$ cat config.mk
export PLATFORM = sky130hd
export DESIGN_NAME = pipe_ctrl_flat
export DESIGN_NICKNAME = d
export VERILOG_FILES = /design/src/rtl/pipe_ctrl_pkg.sv /design/src/rtl/pipe_ctrl_if.sv /design/src/rtl/pipe_ctrl_prio.sv /design/src/rtl/pipe_ctrl.sv /design/src/flat_wrapper.sv
export SDC_FILE = /design/constraint.sdc
export NUM_CORES = 1
export LEC_CHECK = 0
export ABC_AREA = 1
export CORE_MARGIN = 5
export CORE_UTILIZATION = 45
export DETAILED_ROUTE_END_ITERATION = 8
export PLACE_DENSITY_LB_ADDON = 0.05
export SETUP_SLACK_MARGIN = 0.1
export SLEW_MARGIN = 20
export SYNTH_ARGS = -nofsm -noshare
export SYNTH_HDL_FRONTEND = slang
export SYNTH_SLANG_ARGS = --single-unit
$ cat constraint.sdc
create_clock -name clk -period 2 [get_ports clk]
set_clock_uncertainty 0.15 [all_clocks]
set_input_delay 0.3 -clock clk [delete_from_list [all_inputs] [get_ports clk]]
set_output_delay 0.3 -clock clk [all_outputs]
set_load 0.01 [all_outputs]
$ cat src/rtl/pipe_ctrl_pkg.sv
// pipe_ctrl_pkg: shared constants for the pipeline control unit.
//   STG_*          stage index names for the default five-stage core
//   DEFAULT_STAGES default pipeline depth
//   DEFAULT_CNT_W  default width of the performance counters
package pipe_ctrl_pkg;

    localparam int unsigned STG_IF  = 0;
    localparam int unsigned STG_ID  = 1;
    localparam int unsigned STG_EX  = 2;
    localparam int unsigned STG_MEM = 3;
    localparam int unsigned STG_WB  = 4;

    localparam int unsigned DEFAULT_STAGES = 5;
    localparam int unsigned DEFAULT_CNT_W  = 64;

endpackage

$ cat src/rtl/pipe_ctrl_if.sv
// pipe_ctrl_if: bundle between the pipeline stages and the control unit.
//   stall_req    per-stage "cannot complete" requests
//   flush_req    branch redirect from the flush stage
//   fetch_valid  fetch unit presents a real instruction
//   halt         global freeze
//   ena          per-stage load enables (combinational)
//   valid        per-stage valid bits (registered)
//   retire       last stage completes this cycle
//   stall_cycles / retired  performance counters
// Modports: master = stage side, slave = control unit.
interface pipe_ctrl_if
    import pipe_ctrl_pkg::*;
#(
    parameter int unsigned STAGES = DEFAULT_STAGES,
    parameter int unsigned CNT_W  = DEFAULT_CNT_W
);

    logic [STAGES-1:0] stall_req;
    logic              flush_req;
    logic              fetch_valid;
    logic              halt;
    logic [STAGES-1:0] ena;
    logic [STAGES-1:0] valid;
    logic              retire;
    logic [CNT_W-1:0]  stall_cycles;
    logic [CNT_W-1:0]  retired;

    modport master (
        output stall_req, flush_req, fetch_valid, halt,
        input  ena, valid, retire, stall_cycles, retired
    );

    modport slave (
        input  stall_req, flush_req, fetch_valid, halt,
        output ena, valid, retire, stall_cycles, retired
    );

endinterface

$ cat src/rtl/pipe_ctrl_prio.sv
// pipe_ctrl_prio: highest-set-bit priority encoder.
//   i_req    request vector
//   o_idx    index of the highest set bit (0 when none set)
//   o_found  at least one request bit is set
module pipe_ctrl_prio #(
    parameter int unsigned WIDTH = 5,
    localparam int unsigned IDX_W = (WIDTH > 1) ? $clog2(WIDTH) : 1
) (
    input  logic [WIDTH-1:0] i_req,
    output logic [IDX_W-1:0] o_idx,
    output logic             o_found
);

    // Ascending scan: the last hit wins, giving the highest index.
    always_comb begin
        o_idx   = '0;
        o_found = 1'b0;
        for (int i = 0; i < int'(WIDTH); i++) begin
            if (i_req[i]) begin
                o_idx   = IDX_W'(i);
                o_found = 1'b1;
            end
        end
    end

endmodule

$ cat src/rtl/pipe_ctrl.sv
// pipe_ctrl: pipeline stall/valid/flush controller with perf counters.
//   clk      clock
//   rst      synchronous active-high reset
//   io_pipe  slave side of pipe_ctrl_if (requests in; ena, valid, retire,
//            stall_cycles, retired out)
module pipe_ctrl
    import pipe_ctrl_pkg::*;
#(
    parameter int unsigned STAGES      = DEFAULT_STAGES,
    parameter int unsigned FLUSH_STAGE = 1,
    parameter int unsigned CNT_W       = DEFAULT_CNT_W
) (
    input logic        clk,
    input logic        rst,
    pipe_ctrl_if.slave io_pipe
);

    localparam int unsigned IDX_W = $clog2(STAGES);

    logic [STAGES-1:0] r_valid;
    logic [CNT_W-1:0]  r_stall_cycles;
    logic [CNT_W-1:0]  r_retired;

    logic [STAGES-1:0] w_low_mask;
    logic [STAGES-1:0] w_stall_eff;
    logic [STAGES-1:0] w_prev;
    logic [STAGES-1:0] w_valid_d;
    logic [STAGES-1:0] w_ena;
    logic              w_hi_stall;
    logic              w_flush_eff;
    logic              w_found;
    logic              w_retire;
    logic [IDX_W-1:0]  w_hold;
    int                w_hold_i;

    // A flush is only honoured when nothing at or past the branch stage
    // stalls; an honoured flush discards stalls from the wrong-path stages.
    always_comb begin
        w_low_mask = '0;
        for (int i = 0; i < int'(STAGES); i++) begin
            w_low_mask[i] = (i < int'(FLUSH_STAGE));
        end
        w_hi_stall  = |(io_pipe.stall_req & ~w_low_mask);
        w_flush_eff = io_pipe.flush_req & ~w_hi_stall;
        w_stall_eff = w_flush_eff ? (io_pipe.stall_req & ~w_low_mask) : io_pipe.stall_req;
    end

    pipe_ctrl_prio #(
        .WIDTH (STAGES)
    ) u_prio (
        .i_req   (w_stall_eff),
        .o_idx   (w_hold),
        .o_found (w_found)
    );

    // -1 encodes "no effective stall".
    always_comb begin
        w_hold_i = w_found ? int'(w_hold) : -1;
    end

    always_comb begin
        w_ena = '0;
        for (int i = 0; i < int'(STAGES); i++) begin
            w_ena[i] = !rst && !io_pipe.halt && (i > w_hold_i);
        end
        w_retire = !rst && !io_pipe.halt && r_valid[STAGES-1] &&
                   (w_hold_i != int'(STAGES) - 1);
    end

    // w_prev[i] is what stage i would load when advancing normally.
    always_comb begin
        w_prev    = {r_valid[STAGES-2:0], io_pipe.fetch_valid};
        w_valid_d = r_valid;
        for (int i = 0; i < int'(STAGES); i++) begin
            if (i <= w_hold_i) begin
                w_valid_d[i] = r_valid[i];
            end else if (i == w_hold_i + 1 && i >= 1) begin
                w_valid_d[i] = 1'b0;
            end else if (w_flush_eff && i >= 1 && i <= int'(FLUSH_STAGE)) begin
                w_valid_d[i] = 1'b0;
            end else begin
                w_valid_d[i] = w_prev[i];
            end
        end
    end

    always_ff @(posedge clk) begin
        if (rst) begin
            r_valid        <= '0;
            r_stall_cycles <= '0;
            r_retired      <= '0;
        end else if (!io_pipe.halt) begin
            r_valid <= w_valid_d;
            if (w_found) begin
                r_stall_cycles <= r_stall_cycles + CNT_W'(1);
            end
            if (w_retire) begin
                r_retired <= r_retired + CNT_W'(1);
            end
        end
    end

    assign io_pipe.ena          = w_ena;
    assign io_pipe.retire       = w_retire;
    assign io_pipe.valid        = r_valid;
    assign io_pipe.stall_cycles = r_stall_cycles;
    assign io_pipe.retired      = r_retired;

endmodule

$ cat src/flat_wrapper.sv
// flat-port wrapper written by rule: the top's interface ports become plain ports
module pipe_ctrl_flat import pipe_ctrl_pkg::*;
#(
    parameter int unsigned STAGES      = DEFAULT_STAGES,
    parameter int unsigned FLUSH_STAGE = 1,
    parameter int unsigned CNT_W       = DEFAULT_CNT_W
)
  (clk, rst, io_pipe_stall_req, io_pipe_flush_req, io_pipe_fetch_valid, io_pipe_halt, io_pipe_ena, io_pipe_valid, io_pipe_retire, io_pipe_stall_cycles, io_pipe_retired);
  pipe_ctrl_if #(.STAGES(STAGES), .CNT_W(CNT_W)) io_pipe_i ();
  input logic clk;
  input logic rst;
  input wire logic [$bits(io_pipe_i.stall_req)-1:0] io_pipe_stall_req;
  input wire logic [$bits(io_pipe_i.flush_req)-1:0] io_pipe_flush_req;
  input wire logic [$bits(io_pipe_i.fetch_valid)-1:0] io_pipe_fetch_valid;
  input wire logic [$bits(io_pipe_i.halt)-1:0] io_pipe_halt;
  output wire logic [$bits(io_pipe_i.ena)-1:0] io_pipe_ena;
  output wire logic [$bits(io_pipe_i.valid)-1:0] io_pipe_valid;
  output wire logic [$bits(io_pipe_i.retire)-1:0] io_pipe_retire;
  output wire logic [$bits(io_pipe_i.stall_cycles)-1:0] io_pipe_stall_cycles;
  output wire logic [$bits(io_pipe_i.retired)-1:0] io_pipe_retired;
  assign io_pipe_i.stall_req = io_pipe_stall_req;
  assign io_pipe_i.flush_req = io_pipe_flush_req;
  assign io_pipe_i.fetch_valid = io_pipe_fetch_valid;
  assign io_pipe_i.halt = io_pipe_halt;
  assign io_pipe_ena = io_pipe_i.ena;
  assign io_pipe_valid = io_pipe_i.valid;
  assign io_pipe_retire = io_pipe_i.retire;
  assign io_pipe_stall_cycles = io_pipe_i.stall_cycles;
  assign io_pipe_retired = io_pipe_i.retired;
  pipe_ctrl #(.STAGES(STAGES), .FLUSH_STAGE(FLUSH_STAGE), .CNT_W(CNT_W)) u_core (.clk(clk), .rst(rst), .io_pipe(io_pipe_i));
endmodule
==> impl_metrics.env, run 1 <==
export IMPL_io_pins=149
export IMPL_placementRows=49
export IMPL_drt_pre_antenna_iters=5
export IMPL_placed_cells=1772
export IMPL_insertion_delay_ns=0.43
export IMPL_ant_nets=0
export IMPL_drive_gt1_share_pct=23.4
export IMPL_worst_slack_ns=0.129
export IMPL_synth_enable_flop_cells=0
export IMPL_synth_area_mm2=0.00812
export IMPL_vias=9448
export IMPL_drt_iter0_drc=689
export IMPL_hold_viol_final=0
export IMPL_cts_sinks=133
export IMPL_p_leak_uw=0.00477
export IMPL_path_clk_slew_ns=0.06
export IMPL_ys_ff_latch=133
export IMPL_first_global_vias=8816
export IMPL_ys_types=43
export IMPL_hold_path_class="in2reg"
export IMPL_fp_dieW_um=144
export IMPL_p_total_uw=6050
export IMPL_die_h_um=144
export IMPL_p_per_area_mw_per_mm2=511
export IMPL_cts_tree="built"
export IMPL_diodes=0
export IMPL_start_util_pct=45.5
export IMPL_post_route_min_period_ns=1.87
export IMPL_place_gp_congestion=0.930
export IMPL_rsz0062_at_grt="yes"
export IMPL_yosysSeqAreaShare_pct=32.8
export IMPL_netSwitchingPower_uw=1360
export IMPL_via_per_inst=5.19
export IMPL_final_util_pct=66.4
export IMPL_slew_headroom_pct=67.2
export IMPL_crit_fanout=5
export IMPL_cpPeakStageDelay_ns=0.58
export IMPL_yosysMostFrequentCell="nand2_1"
export IMPL_cts_buffers=17
export IMPL_fmax_ghz=0.534
export IMPL_grt_pass1_wl_um=43300
export IMPL_preCtsSetupSlack_ns=-0.358
export IMPL_postCtsHoldBufs=0
export IMPL_avgSynthCellArea_um2=6.17
export IMPL_synthTopCellsByArea="dfxtp_1 33%, nand2_1 18%, nor2_1 13%, inv_1 6.1%, a21oi_1 4.4%"
export IMPL_cts_root_buffer_cell="clkbuf_16"
export IMPL_grt_max_degree=79
export IMPL_clkPwrFrac_pct=51.8
export IMPL_fin_cells=1821
export IMPL_p_int_uw=4700
export IMPL_fin_crit_sh_pct=93.5
export IMPL_ctsLongestPathBuffers=2
export IMPL_synth_top_area_cell="dfxtp_1"
export IMPL_pwr_share_seq_pct=43.8
export IMPL_crit_family="buffers and inverters"
export IMPL_drcViolationCount=0
export IMPL_async_flop_share_pct=0
export IMPL_vdd_drop_max_mv=0.540
export IMPL_synth_common_cells="394 x nand2_1, 272 x nor2_1, 133 x dfxtp_1, 133 x inv_1, 71 x a21oi_1"
export IMPL_r2r_setup_slack_ns=0.14
export IMPL_cp_num_buf_inv=1
export IMPL_slew_violations=0
export IMPL_maxCapViolCount=0
export IMPL_cts_htree_levels=4
export IMPL_crit_arrival_ns=1.42
export IMPL_place_hpwl_um=20700
export IMPL_setup_viol=0
export IMPL_yosysWarnings=0
export IMPL_antenna_found_initial=0
export IMPL_area_delta_synth_final_pct=45.9
export IMPL_end_kind="output port"
export IMPL_coreArea_mm2=0.0178
export IMPL_p_sw_share_pct=22.4
export IMPL_combinationalPowerShare_pct=4.4
export IMPL_synth_top_flop_cell="dfxtp_1"
export IMPL_die_area_mm2=0.0208
export IMPL_grt_overflow_total=0
export IMPL_worstSetupStartpointType="flop"
export IMPL_grt_usage_pct=26.2
export IMPL_io_buffers=148
export IMPL_drt_total_wl_um=28000
export IMPL_postSynthNetCount=1328
export IMPL_synth_cells=1316
export IMPL_cp_cell_sequence="clkdlybuf4s50_1"
export IMPL_worstMarginPinSlew_ns=0.493
export IMPL_critical_path_class="reg2out"
export IMPL_crit_path_top_delay_cell="clkdlybuf4s50_1"
export IMPL_required_ns=1.55
export IMPL_outcome="complete, no violations"
export IMPL_nets=1594
export IMPL_wire_per_inst_um=15.4
export IMPL_synth_top_area_share_pct=32.8
## metal layers
metal	global-route usage [%]	part of all wire, %
met1	31.9	42
met2	45.3	49
met3	4.46	5.8
met4	11.2	4.0
met5	0	0
## cell usage in the layout, fill, tap and decap left out, drive strengths merged, types with 2 or more instances in the layout
cell type / Yosys / routed
a21oi: 71 / 71
a31oi: 3 / 3
buf: 15 / 127
bufinv: 0 / 2
clkbuf: 10 / 22
clkdlybuf4s15: 0 / 3
clkdlybuf4s50: 0 / 94
clkinv: 1 / 4
clkinvlp: 0 / 3
dfxtp: 133 / 133
dlygate4sd2: 0 / 22
dlymetal6s2s: 0 / 25
ha: 2 / 2
inv: 137 / 137
nand2: 411 / 411
nand3: 68 / 68
nand3b: 3 / 3
nand4: 37 / 37
nor2: 302 / 302
nor3: 20 / 20
nor3b: 3 / 3
nor4b: 2 / 2
o21a: 4 / 4
o21ai: 47 / 47
o21bai: 4 / 4
xnor2: 16 / 16
xor2: 22 / 22
## sequential cells by signal, summed over array words and instances (netlist names)
register                     count
u_core.io_pipe.stall_cycles     64
u_core.io_pipe.valid             5
u_core.io_pipe.retired          64
## power groups by stage
stage	clock, uW	sequential [uW]	combinational (uW)
after detailed placement	0	2720	244
final	3130	2650	266
after floorplan	0	2720	128
after CTS	3180	2650	246
after global routing	3300	2650	288
after global placement	0	2720	242
## kinds of logic (layout without fill, tap and decap cells)
family | Yosys count | in the layout | share of synthesized area [%]
simple gates | 849 | 849 | 46.2
buf+inv | 163 | 439 | 8.15
flops | 133 | 133 | 32.8
compound gates | 131 | 131 | 8.43
xor+xnor | 38 | 38 | 4.10
fa+ha+maj | 2 | 2 | 0.308
## metrics by stage
stage	hold slack (ns)	setup TNS, ns	area, um2
4_1_cts	0.181	0	11200
3_5_place_dp	0.303	-24.06	10600
6_report	0.192	0	11800
2_1_floorplan	0.329	0	8120
3_3_place_gp	0.301	-20.66	10600
5_1_grt	0.198	0	11800
## path summary, 6_finish.rpt
check / cells past startpoint / startpoint / endpoint
worst max-delay path: 1 / u_core.io_pipe.retired[60] / io_pipe_retired[60]
worst min-delay path: 4 / io_pipe_stall_req[2] / u_core.io_pipe.valid[3]
worst max register to register: 12 / u_core.io_pipe.stall_cycles[1] / u_core.io_pipe.stall_cycles[56]
worst min register to register: 2 / u_core.io_pipe.valid[0] / u_core.io_pipe.valid[0]
## layout make-up
cell class,instances,area [um2]
clock buffer,21,480
clock inverter,8,101
fill,1648,5990
inverter,138,524
multi-input combinational,1020,5150
sequential,133,2780
tap,229,287
timing repair buffer,272,2520
## what timing repair did
item	in CTS	in global routing
setup buffers	3	16
pin swaps	8	33
gates cloned	0	1
gates resized for setup	89	167
endpoints found under the setup margin	70	152
Power figures use the tool's default switching activity.
==> run 2, diff against run 1 <==
--- a/config.mk
+++ b/config.mk
@@ -6,6 +6,7 @@
 export NUM_CORES = 1
 export LEC_CHECK = 0
 export ABC_AREA = 1
+export CAP_MARGIN = 15
 export CORE_MARGIN = 5
 export CORE_UTILIZATION = 45
 export DETAILED_ROUTE_END_ITERATION = 8
==> results of run 2 <==
Same layout as run 1: the final DEF is identical, and so are final timing and power.
